<file path="config.mk">
export PLATFORM = sky130hd
export DESIGN_NAME = mem_lsu
export DESIGN_NICKNAME = d
export VERILOG_FILES = /design/src/rtl/lsu_pkg.sv /design/src/rtl/lsu_align.sv /design/src/rtl/mem_lsu.sv
export SDC_FILE = /design/constraint.sdc
export NUM_CORES = 1
export LEC_CHECK = 0
export CAP_MARGIN = 0
export CORE_ASPECT_RATIO = 0.7
export CORE_UTILIZATION = 44
export DETAILED_ROUTE_END_ITERATION = 16
export HOLD_SLACK_MARGIN = 0.1
export MAX_ROUTING_LAYER = met4
export PLACE_DENSITY = 0.81
export SYNTH_ARGS = -nofsm -noshare
export SYNTH_HDL_FRONTEND = slang
export SYNTH_SLANG_ARGS = --single-unit
export TNS_END_PERCENT = 5
</file>
<file path="constraint.sdc">
create_clock -name clk -period 2 [get_ports clk]
set_input_delay 0.3 -clock clk [delete_from_list [all_inputs] [get_ports clk]]
set_output_delay 0.3 -clock clk [all_outputs]
set_load 0.02 [all_outputs]
</file>
<file path="src/rtl/lsu_pkg.sv">
// Shared definitions for the MEM-stage load/store unit.
//   - access-size encoding carried in mem_mem_type
//   - FSM state encoding
//   - captured-access record held while the bus transaction runs
//   - misalignment predicate used in IDLE
package lsu_pkg;

    localparam logic [2:0] MT_BYTE = 3'd0;
    localparam logic [2:0] MT_HALF = 3'd1;
    localparam logic [2:0] MT_WORD = 3'd2;

    typedef enum logic [1:0] {
        ST_IDLE = 2'd0,
        ST_REQ  = 2'd1,
        ST_WAIT = 2'd2,
        ST_DONE = 2'd3
    } lsu_state_t;

    // Everything about the access that must stay stable after the EX/MEM
    // register is free to move on. lo keeps the byte offset so the load
    // path can steer the returned word.
    typedef struct packed {
        logic        wen;
        logic [3:0]  wstrb;
        logic [31:0] wdata;
        logic [2:0]  mtype;
        logic        is_unsigned;
        logic [1:0]  lo;
    } lsu_acc_t;

    // Bytes are never misaligned; any size code other than byte/half is
    // handled as a word.
    function automatic logic misaligned(input logic [2:0] mtype, input logic [1:0] lo);
        logic bad;
        case (mtype)
            MT_BYTE: bad = 1'b0;
            MT_HALF: bad = lo[0];
            default: bad = |lo;
        endcase
        return bad;
    endfunction

endpackage

</file>
<file path="src/rtl/lsu_align.sv">
// Lane steering for a 32-bit data bus. Purely combinational.
//   addr_lo     in  2   byte offset inside the word
//   mem_type    in  3   access size (byte/half/word, others = word)
//   is_unsigned in  1   zero-extend loads when 1
//   store_data  in  32  register value to be stored
//   rdata       in  32  word returned by memory
//   wdata       out 32  store data replicated into every candidate lane
//   wstrb       out 4   byte enables for the addressed lanes
//   load_data   out 32  selected lane, sign/zero extended
// The store and load paths are independent; the parent uses one instance
// for each and ignores the other half.
module lsu_align
    import lsu_pkg::*;
(
    input  logic [1:0]  addr_lo,
    input  logic [2:0]  mem_type,
    input  logic        is_unsigned,
    input  logic [31:0] store_data,
    input  logic [31:0] rdata,
    output logic [31:0] wdata,
    output logic [3:0]  wstrb,
    output logic [31:0] load_data
);

    logic [7:0]  byte_sel;
    logic [15:0] half_sel;

    always_comb begin
        byte_sel  = rdata[{addr_lo, 3'b000} +: 8];
        half_sel  = addr_lo[1] ? rdata[31:16] : rdata[15:0];
        wdata     = store_data;
        wstrb     = 4'b1111;
        load_data = rdata;
        case (mem_type)
            MT_BYTE: begin
                // Replicating the byte lets the strobe alone pick the lane.
                wdata     = {4{store_data[7:0]}};
                wstrb     = 4'b0001 << addr_lo;
                load_data = {{24{~is_unsigned & byte_sel[7]}}, byte_sel};
            end
            MT_HALF: begin
                wdata     = {2{store_data[15:0]}};
                wstrb     = addr_lo[1] ? 4'b1100 : 4'b0011;
                load_data = {{16{~is_unsigned & half_sel[15]}}, half_sel};
            end
            default: begin
                wdata     = store_data;
                wstrb     = 4'b1111;
                load_data = rdata;
            end
        endcase
    end

endmodule

</file>
<file path="src/rtl/mem_lsu.sv">
// MEM-stage load/store unit for the RV32 five-stage pipeline.
// Takes the access from the EX/MEM register, runs one valid/ready request
// on the data bus, waits for the response and returns extended load data.
//   clk, rst_n            clock, async active-low reset
//   mem_alu_result        effective byte address
//   mem_rs2_data          store data
//   mem_mem_ren/_wen      load / store request (both set = load)
//   mem_mem_type          0 byte, 1 half, 2 word, others word
//   mem_mem_unsigned      zero-extend loads
//   req_valid/req_ready   request handshake
//   req_addr/_wen/_wdata/_wstrb  request fields, stable while REQ
//   rsp_valid/rsp_rdata   response (read data or write ack)
//   lsu_stall             hold upstream stages and EX/MEM
//   load_valid/load_data  one-cycle load result pulse
//   lsu_misalign          misaligned access seen in IDLE
// Sequence is IDLE -> REQ -> WAIT -> DONE -> IDLE. Stall covers IDLE (on
// detect), REQ and WAIT; it drops in DONE so EX/MEM advances on that edge
// and the same instruction is never picked up again.
module mem_lsu
    import lsu_pkg::*;
#(
    parameter int ADDR_W = 32,
    parameter int DATA_W = 32
) (
    input  logic              clk,
    input  logic              rst_n,
    input  logic [ADDR_W-1:0] mem_alu_result,
    input  logic [DATA_W-1:0] mem_rs2_data,
    input  logic              mem_mem_ren,
    input  logic              mem_mem_wen,
    input  logic [2:0]        mem_mem_type,
    input  logic              mem_mem_unsigned,
    output logic              req_valid,
    input  logic              req_ready,
    output logic [ADDR_W-1:0] req_addr,
    output logic              req_wen,
    output logic [DATA_W-1:0] req_wdata,
    output logic [3:0]        req_wstrb,
    input  logic              rsp_valid,
    input  logic [DATA_W-1:0] rsp_rdata,
    output logic              lsu_stall,
    output logic              load_valid,
    output logic [DATA_W-1:0] load_data,
    output logic              lsu_misalign
);

    lsu_state_t state, state_nxt;
    lsu_acc_t   acc_q;

    logic        access;
    logic        is_store;
    logic        bad_align;
    logic        capture;
    logic        ld_capture;
    logic [31:0] st_wdata;
    logic [3:0]  st_wstrb;
    logic [31:0] ld_data;
    logic [31:0] unused_st_load;
    logic [31:0] unused_ld_wdata;
    logic [3:0]  unused_ld_wstrb;

    assign access    = mem_mem_ren | mem_mem_wen;
    // Load wins when both enables are set.
    assign is_store  = mem_mem_wen & ~mem_mem_ren;
    assign bad_align = misaligned(mem_mem_type, mem_alu_result[1:0]);

    // Store steering works on the live EX/MEM fields so the result can be
    // registered at detect time.
    lsu_align u_align_st (
        .addr_lo     (mem_alu_result[1:0]),
        .mem_type    (mem_mem_type),
        .is_unsigned (mem_mem_unsigned),
        .store_data  (mem_rs2_data),
        .rdata       ('0),
        .wdata       (st_wdata),
        .wstrb       (st_wstrb),
        .load_data   (unused_st_load)
    );

    // Load steering works on the captured access and the bus response.
    lsu_align u_align_ld (
        .addr_lo     (acc_q.lo),
        .mem_type    (acc_q.mtype),
        .is_unsigned (acc_q.is_unsigned),
        .store_data  ('0),
        .rdata       (rsp_rdata),
        .wdata       (unused_ld_wdata),
        .wstrb       (unused_ld_wstrb),
        .load_data   (ld_data)
    );

    always_ff @(posedge clk or negedge rst_n) begin
        if (!rst_n) state <= ST_IDLE;
        else        state <= state_nxt;
    end

    always_comb begin
        state_nxt    = state;
        lsu_stall    = 1'b0;
        lsu_misalign = 1'b0;
        req_valid    = 1'b0;
        load_valid   = 1'b0;
        capture      = 1'b0;
        ld_capture   = 1'b0;
        case (state)
            ST_IDLE: begin
                if (access) begin
                    if (bad_align) begin
                        // Trap is raised upstream; nothing goes on the bus.
                        lsu_misalign = 1'b1;
                    end else begin
                        lsu_stall = 1'b1;
                        capture   = 1'b1;
                        state_nxt = ST_REQ;
                    end
                end
            end
            ST_REQ: begin
                req_valid = 1'b1;
                lsu_stall = 1'b1;
                if (req_ready) state_nxt = ST_WAIT;
            end
            ST_WAIT: begin
                lsu_stall = 1'b1;
                if (rsp_valid) begin
                    ld_capture = ~acc_q.wen;
                    state_nxt  = ST_DONE;
                end
            end
            ST_DONE: begin
                load_valid = ~acc_q.wen;
                state_nxt  = ST_IDLE;
            end
            default: state_nxt = ST_IDLE;
        endcase
    end

    always_ff @(posedge clk or negedge rst_n) begin
        if (!rst_n) begin
            acc_q     <= '0;
            req_addr  <= '0;
            load_data <= '0;
        end else begin
            if (capture) begin
                req_addr          <= {mem_alu_result[ADDR_W-1:2], 2'b00};
                acc_q.wen         <= is_store;
                acc_q.wstrb       <= is_store ? st_wstrb : 4'b0000;
                acc_q.wdata       <= is_store ? st_wdata : 32'd0;
                acc_q.mtype       <= mem_mem_type;
                acc_q.is_unsigned <= mem_mem_unsigned;
                acc_q.lo          <= mem_alu_result[1:0];
            end
            if (ld_capture) load_data <= ld_data;
        end
    end

    assign req_wen   = acc_q.wen;
    assign req_wstrb = acc_q.wstrb;
    assign req_wdata = acc_q.wdata;

endmodule

</file>
==> results of run 1 <==
## layout by cell type (no fill, tap or decap), types with 5 or more instances in the layout
master,netlist,routed
clkdlybuf4s50_1,0,201
nand2_1,183,183
dfrtp_1,107,107
nand3_1,40,40
mux2i_1,34,34
buf_4,39,28
o21ai_0,25,24
o21ai_2,19,19
nor2_1,16,15
a22o_1,10,10
clkbuf_16,0,9
o211ai_1,8,8
mux2_2,8,8
a31oi_1,7,7
buf_12,2,6
inv_1,5,5
a21oi_1,5,5
## sequential cells by signal (all words and copies together), names as in the netlist
register   flops
acc_q          6
load_data     32
req_addr      30
req_wdata     32
req_wen        1
req_wstrb      4
state          2
## per-stage QoR
stage,hold WS (ns),power [mW]
final,0.355,12.0
after global routing,0.378,12.7
after CTS,0.350,12.1
after detailed placement,0.167,10.0
after global placement,0.168,9.86
after floorplan,0.00441,7.46
## synth_stat cells (all sizes together) (2+ instances only)
cell / instances / area share
a21oi: 5 / 0.0047
a221oi: 2 / 0.0033
a22o: 10 / 0.016
a31oi: 7 / 0.0082
buf: 49 / 0.071
clkbuf: 22 / 0.016
dfrtp: 107 / 0.50
ha: 4 / 0.0094
inv: 5 / 0.0035
mux2: 8 / 0.017
mux2i: 34 / 0.064
nand2: 183 / 0.13
nand3: 40 / 0.038
nor2: 17 / 0.012
nor2b: 4 / 0.0047
nor3: 2 / 0.0028
nor3b: 3 / 0.0061
o211ai: 8 / 0.011
o21ai: 45 / 0.056
o22ai: 2 / 0.0024
or2: 3 / 0.0035
## area by class of cell
cell class	instances	area, µm²	share of cell area
clock buffer	10	229	0.0293
timing repair buffer	241	2400	0.307
inverter	5	18.8	0.00240
sequential	107	2680	0.343
clock inverter	6	113	0.0144
tap	157	196	0.0251
multi-input combinational	389	2180	0.279
## layer usage
layer / vias up / track usage / share of wire
met4: 0 / 0.0644 / 0.016
met2: 214 / 0.372 / 0.45
met5: - / - / 0
li1: 2241 / - / -
met3: 20 / 0.0615 / 0.069
met1: 2286 / 0.346 / 0.47
## power by group
part / switching (mW) / internal, mW / total (mW) / leakage (nW)
Sequential: 0.630 / 3.19 / 3.82 / 1.36
Clock: 0.773 / 1.23 / 2.00 / 0.167
Combinational: 3.28 / 2.92 / 6.20 / 2.03
## critical path: stages (launching register included)
cell,delay (ns)
dfrtp_1,0.38
inv_1,0.09
ha_1,0.17
o21ai_1,0.12
nor3b_4,0.21
nor2_1,0.07
nor2_1,0.08
buf_4,0.14
## logic make-up (layout without fill, tap and decap cells)
group                      after synthesis  after routing  share of synthesized area
DFF                                    107            107                      0.503
muxes                                   42             42                     0.0809
other                                    1              2                   0.000705
buffers and inverters                   76            262                     0.0900
and+or+nand+nor                        257            257                      0.203
AOI/OAI and AO/OA                       84             84                      0.113
adders and majority gates                4              4                    0.00940
## timing repair
action / 4_1_cts / 5_1_grt
gates resized for setup: 9 / 5
hold endpoints to repair: 13 / 0
endpoints found under the setup margin: 3 / 4
hold buffers: 1 / 0
## worst paths after layout
kind | start | to | slack (ns) | depth (start not counted)
setup / recovery | state[0] | lsu_stall | 0.12 | 7
hold / removal | rst_n | load_data[5] | 0.36 | 2
setup reg to reg | state[0] | req_wdata[26] | 0.13 | 7
hold reg to reg | req_addr[27] | req_addr[27] | 0.48 | 2
max in group asynchronous | rst_n | req_wdata[18] | 0.97 | 3
min in group clk | mem_mem_type[1] | acc_q[4] | 0.46 | 4
==> flow_summary.toml, run 1 <==
[layout]
n_fill_cell = 912
diodes = 0
synthToLayoutAreaGrowth_pct = 46.8
stdcell_area_mm2 = 0.00781
fin_util = 0.666
fin_cells = 915
drive_above_1_share = 0.115
layout.nets = 863

[power_and_ir_drop]
p_leak_nw = 3.56
cellPowerDensity_mw_per_mm2 = 1540
ir_worst_vdd_uv = 689

[routing]
viasPerCell = 5.20
first_pass_iters = 5
vias = 4761
wl_per_cell_um = 16.5
drt_wl_total_um = 15100
drtAntennaViolNets = 0
drtIter0Drc = 364
drc_errors = 0

[synthesis]
synth-edff-count = 0
yosysWarningCount = 0
ys.flop_type = "dfrtp_1"
syn_area_mm2 = 0.00532
ys_seq_area_frac = 0.503
synth_area_per_cell_um2 = 9.32
async_flop_share = 1.00
syn_inst = 571
synth.distinct_cells = 41
ys_seq_elements = 107

[placement]
dpl.hpwl_um = 11300
pre_cts_slack_ns = -0.365
place_congestion = 0.920
numPortBuffers = 208
placed_cells = 898
postPlaceCellArea_mm2 = 0.00747

[worst_setup_path]
cp-start-kind = "flop"
crit_type = "flop to output pin"
critPathCaptureType = "output pin"
critPathMaxFanout = 2
worstPathArrival_ns = 1.58
worstPathRequired_ns = 1.70

[sta]
setup_viol = 0
maxSlewViolCount = 0
period_share = 0.942
finalCriticalPeriod_ns = 1.88
rsz0062_at_grt = "true"
final.setup.tns_ns = 0
hold_viol = 0
fin_skew_ns = 0.00679
fmax_mhz = 531
setup_ws_ns = 0.117

[global_routing]
grt_use_total = 0.252
grt_pass1_vias = 4662
grt_max_degree = 62
grt_overflow = 0
grt_pass1_wl_um = 24000
antenna_found_initial = 0

[floorplan]
rows = 33
die-area_mm2 = 0.0125
coreArea_mm2 = 0.0117
io_pins = 211
start_util = 0.454
fp.dieH_um = 94.0
die_w_um = 133

[clock_tree]
numCtsBuffers = 9
clock_path_buffers = 2
cts-root-buf = "clkbuf_16"
clk_pin_slew_ns = 0.07
insertion_delay_ns = 0.33
cts_tree = "done"
cts_setup_buffers = 0
numClockSinks = 107
cts-htree-levels = 3

[run]
max-cap-violations = 0

[hold_path]
hold_path_class = "input pin to async pin"

[status]
outcome = "completed"
Note: power is estimated with default switching activity, not from simulation.
==> inputs of run 2 (changes only) <==
--- a/config.mk
+++ b/config.mk
@@ -5,13 +5,12 @@
 export SDC_FILE = /design/constraint.sdc
 export NUM_CORES = 1
 export LEC_CHECK = 0
-export CAP_MARGIN = 0
 export CORE_ASPECT_RATIO = 0.7
-export CORE_UTILIZATION = 44
+export CORE_UTILIZATION = 45
+export CTS_BUF_LIST = sky130_fd_sc_hd__clkbuf_4 sky130_fd_sc_hd__clkbuf_8
 export DETAILED_ROUTE_END_ITERATION = 16
 export HOLD_SLACK_MARGIN = 0.1
-export MAX_ROUTING_LAYER = met4
-export PLACE_DENSITY = 0.81
+export PLACE_DENSITY = 0.83
 export SYNTH_ARGS = -nofsm -noshare
 export SYNTH_HDL_FRONTEND = slang
 export SYNTH_SLANG_ARGS = --single-unit
==> run 2 against run 1 <==
Via count is essentially flat. Clock skew grew 0.0012 ns. Routed wire length grew 3.2%. Combinational power is essentially flat. Sequential power is essentially flat. Clock power shrank 32%. Fmax shrank 2.0%. Register-to-register slack gained 0.02 ns. Largest cell class unchanged.
==> flow_summary.toml, run 2 (same netlist as run 1, synthesis figures left out) <==
[placement]
dpl.hpwl_um = 11900
postPlaceCellArea_mm2 = 0.00750
place_congestion = 0.933
numPortBuffers = 208

[global_routing]
grt_max_degree = 51
use_met3 = 0.0743
antenna_found_initial = 0
grt_use_total = 0.262
globalRouteMet1Util = 0.341
grt_overflow = 0
grt-busiest-layer = "met2"
grt_pass1_wl_um = 25100
grt_pass1_vias = 4945
grt_use_met2 = 0.433

[layout]
diodes = 0
synthToLayoutAreaGrowth_pct = 45.3
layout.nets = 871
stdcell_area_mm2 = 0.00773
drive_above_1_share = 0.131
final_cell_mix = "clkdlybuf4s50_1, nand2_1, dfrtp_1"
n_fill_cell = 883
final_common_cell = "clkdlybuf4s50_1"

[routing]
drtIter0Drc = 238
drc_errors = 0
first_pass_iters = 4
drtAntennaViolNets = 0
vias = 4763
drt_wl_total_um = 15500
wl_per_cell_um = 16.9
viasPerCell = 5.18

[worst_setup_path]
regToRegStartpoint = "state[1]"
cp-start-kind = "input pin"
reg2reg_depth = 7
cp_slowest_cell = "clkdlybuf4s50_1"
critPathMaxFanout = 4
startpoint = "mem_mem_type[0]"
timing.rr.end = "req_wdata[28]"
cp_num_buf_inv = 3
critPathCaptureType = "output pin"
reg2reg_slack_ns = 0.15
worstPathArrival_ns = 1.62
path_cells = "clkdlybuf4s50_1 -> o31ai_4 -> buf_4 -> and2_2 -> nor2_1 -> clkdlybuf4s15_2"
crit_type = "input pin to output pin"
crit_cells = 6
cp_top_family = "buffers and inverters"
worstPathRequired_ns = 1.70
cpPeakStageDelay_ns = 0.54

[clock_tree]
cts-root-buf = "clkbuf_8"
cts-htree-levels = 3
cts_tree = "done"
numClockSinks = 107
clock_path_buffers = 2
numCtsBuffers = 9
insertion_delay_ns = 0.37
clk_pin_slew_ns = 0.10

[power_and_ir_drop]
cellPowerDensity_mw_per_mm2 = 1480
ir_worst_vdd_uv = 788
p_leak_nw = 3.52

[sta]
period_share = 0.960
fin_hold_ws_ns = 0.444
final.setup.tns_ns = 0
finalCriticalPeriod_ns = 1.92
hold_viol = 0
fin_skew_ns = 0.00796
max_slew.worst_pin.slew_ns = 0.606
setup_viol = 0
max_slew_margin = 0.596
maxSlewViolCount = 0
fmax_mhz = 521

[hold_path]
hold_path_class = "input pin to flop"
hp-start = "mem_alu_result[12]"
min_to = "req_addr[12]"
min_path_cells = 3

[floorplan]
die_w_um = 132
coreArea_mm2 = 0.0113
io_pins = 211
die-area_mm2 = 0.0123
fp.dieH_um = 93.0
start_util = 0.473
rows = 32

[status]
outcome = "completed"

[run]
max-cap-violations = 0
run 2: cell types whose count changed in the layout (fill, tap and decap cells not counted), sizes merged:
cell,change
clkdlybuf4s15,+1
buf,+7
clkbuf,+2
bufinv,-2
dlymetal6s2s,-1
dlygate4sd2,+1
run 2: worst max path at each step:
stage | to | slack, ns
2_1_floorplan | lsu_stall | 0.19
3_3_place_gp | lsu_stall | -0.37
3_5_place_dp | lsu_stall | -0.39
5_1_grt | lsu_stall | -0.01
4_1_cts | lsu_stall | 0.01
6_report | lsu_misalign | 0.08
run 2: cell type report:
class / instances / area [µm²] / share of cell area
clock inverters: 4 / 48.8 / 0.00631
clock buffers: 12 / 153 / 0.0197
repair buffers: 249 / 2450 / 0.317
well taps: 153 / 191 / 0.0248
inverters: 5 / 18.8 / 0.00243
multi-input cells: 389 / 2190 / 0.284
flip-flops and latches: 107 / 2680 / 0.346
run 2: what timing repair did:
item                                    4_1_cts  5_1_grt
resized for setup                            11        7
endpoints found under the setup margin        4        3
buffers inserted                              0        1
hold endpoints to repair                     38        0
hold buffers                                  1        0
pin swaps                                     0        2
run 2: metal layers:
layer | vias up | share of wire | wire (µm)
li1 | 2254 | - | -
met2 | 204 | 0.47 | 7360
met4 | 0 | 0.012 | 190
met3 | 21 | 0.077 | 1200
met1 | 2284 | 0.44 | 6780
met5 | - | 0 | 0
run 2: worst reg2reg max path, stage by stage (launching register included):
cell	delay, ns
dfrtp_1	0.41
inv_2	0.08
ha_4	0.13
buf_4	0.11
nand2_1	0.06
or4b_1	0.57
buf_12	0.22
o21ai_0	0.18
run 2: per-stage QoR:
step           total power [mW]  utilization  cells  setup slack, ns
2_1_floorplan              7.46            -    572            0.188
3_3_place_gp               9.83        0.667    901           -0.370
3_5_place_dp               10.1        0.667    901           -0.392
4_1_cts                    11.4        0.685    918           0.0121
5_1_grt                    12.1        0.687    919          -0.0107
6_report                   11.4        0.687    919           0.0795
run 2: where the power goes:
part / internal [mW] / switching, mW / leakage [nW]
Sequential: 3.19 / 0.656 / 1.36
Clock: 0.643 / 0.705 / 0.108
Combinational: 2.95 / 3.27 / 2.05
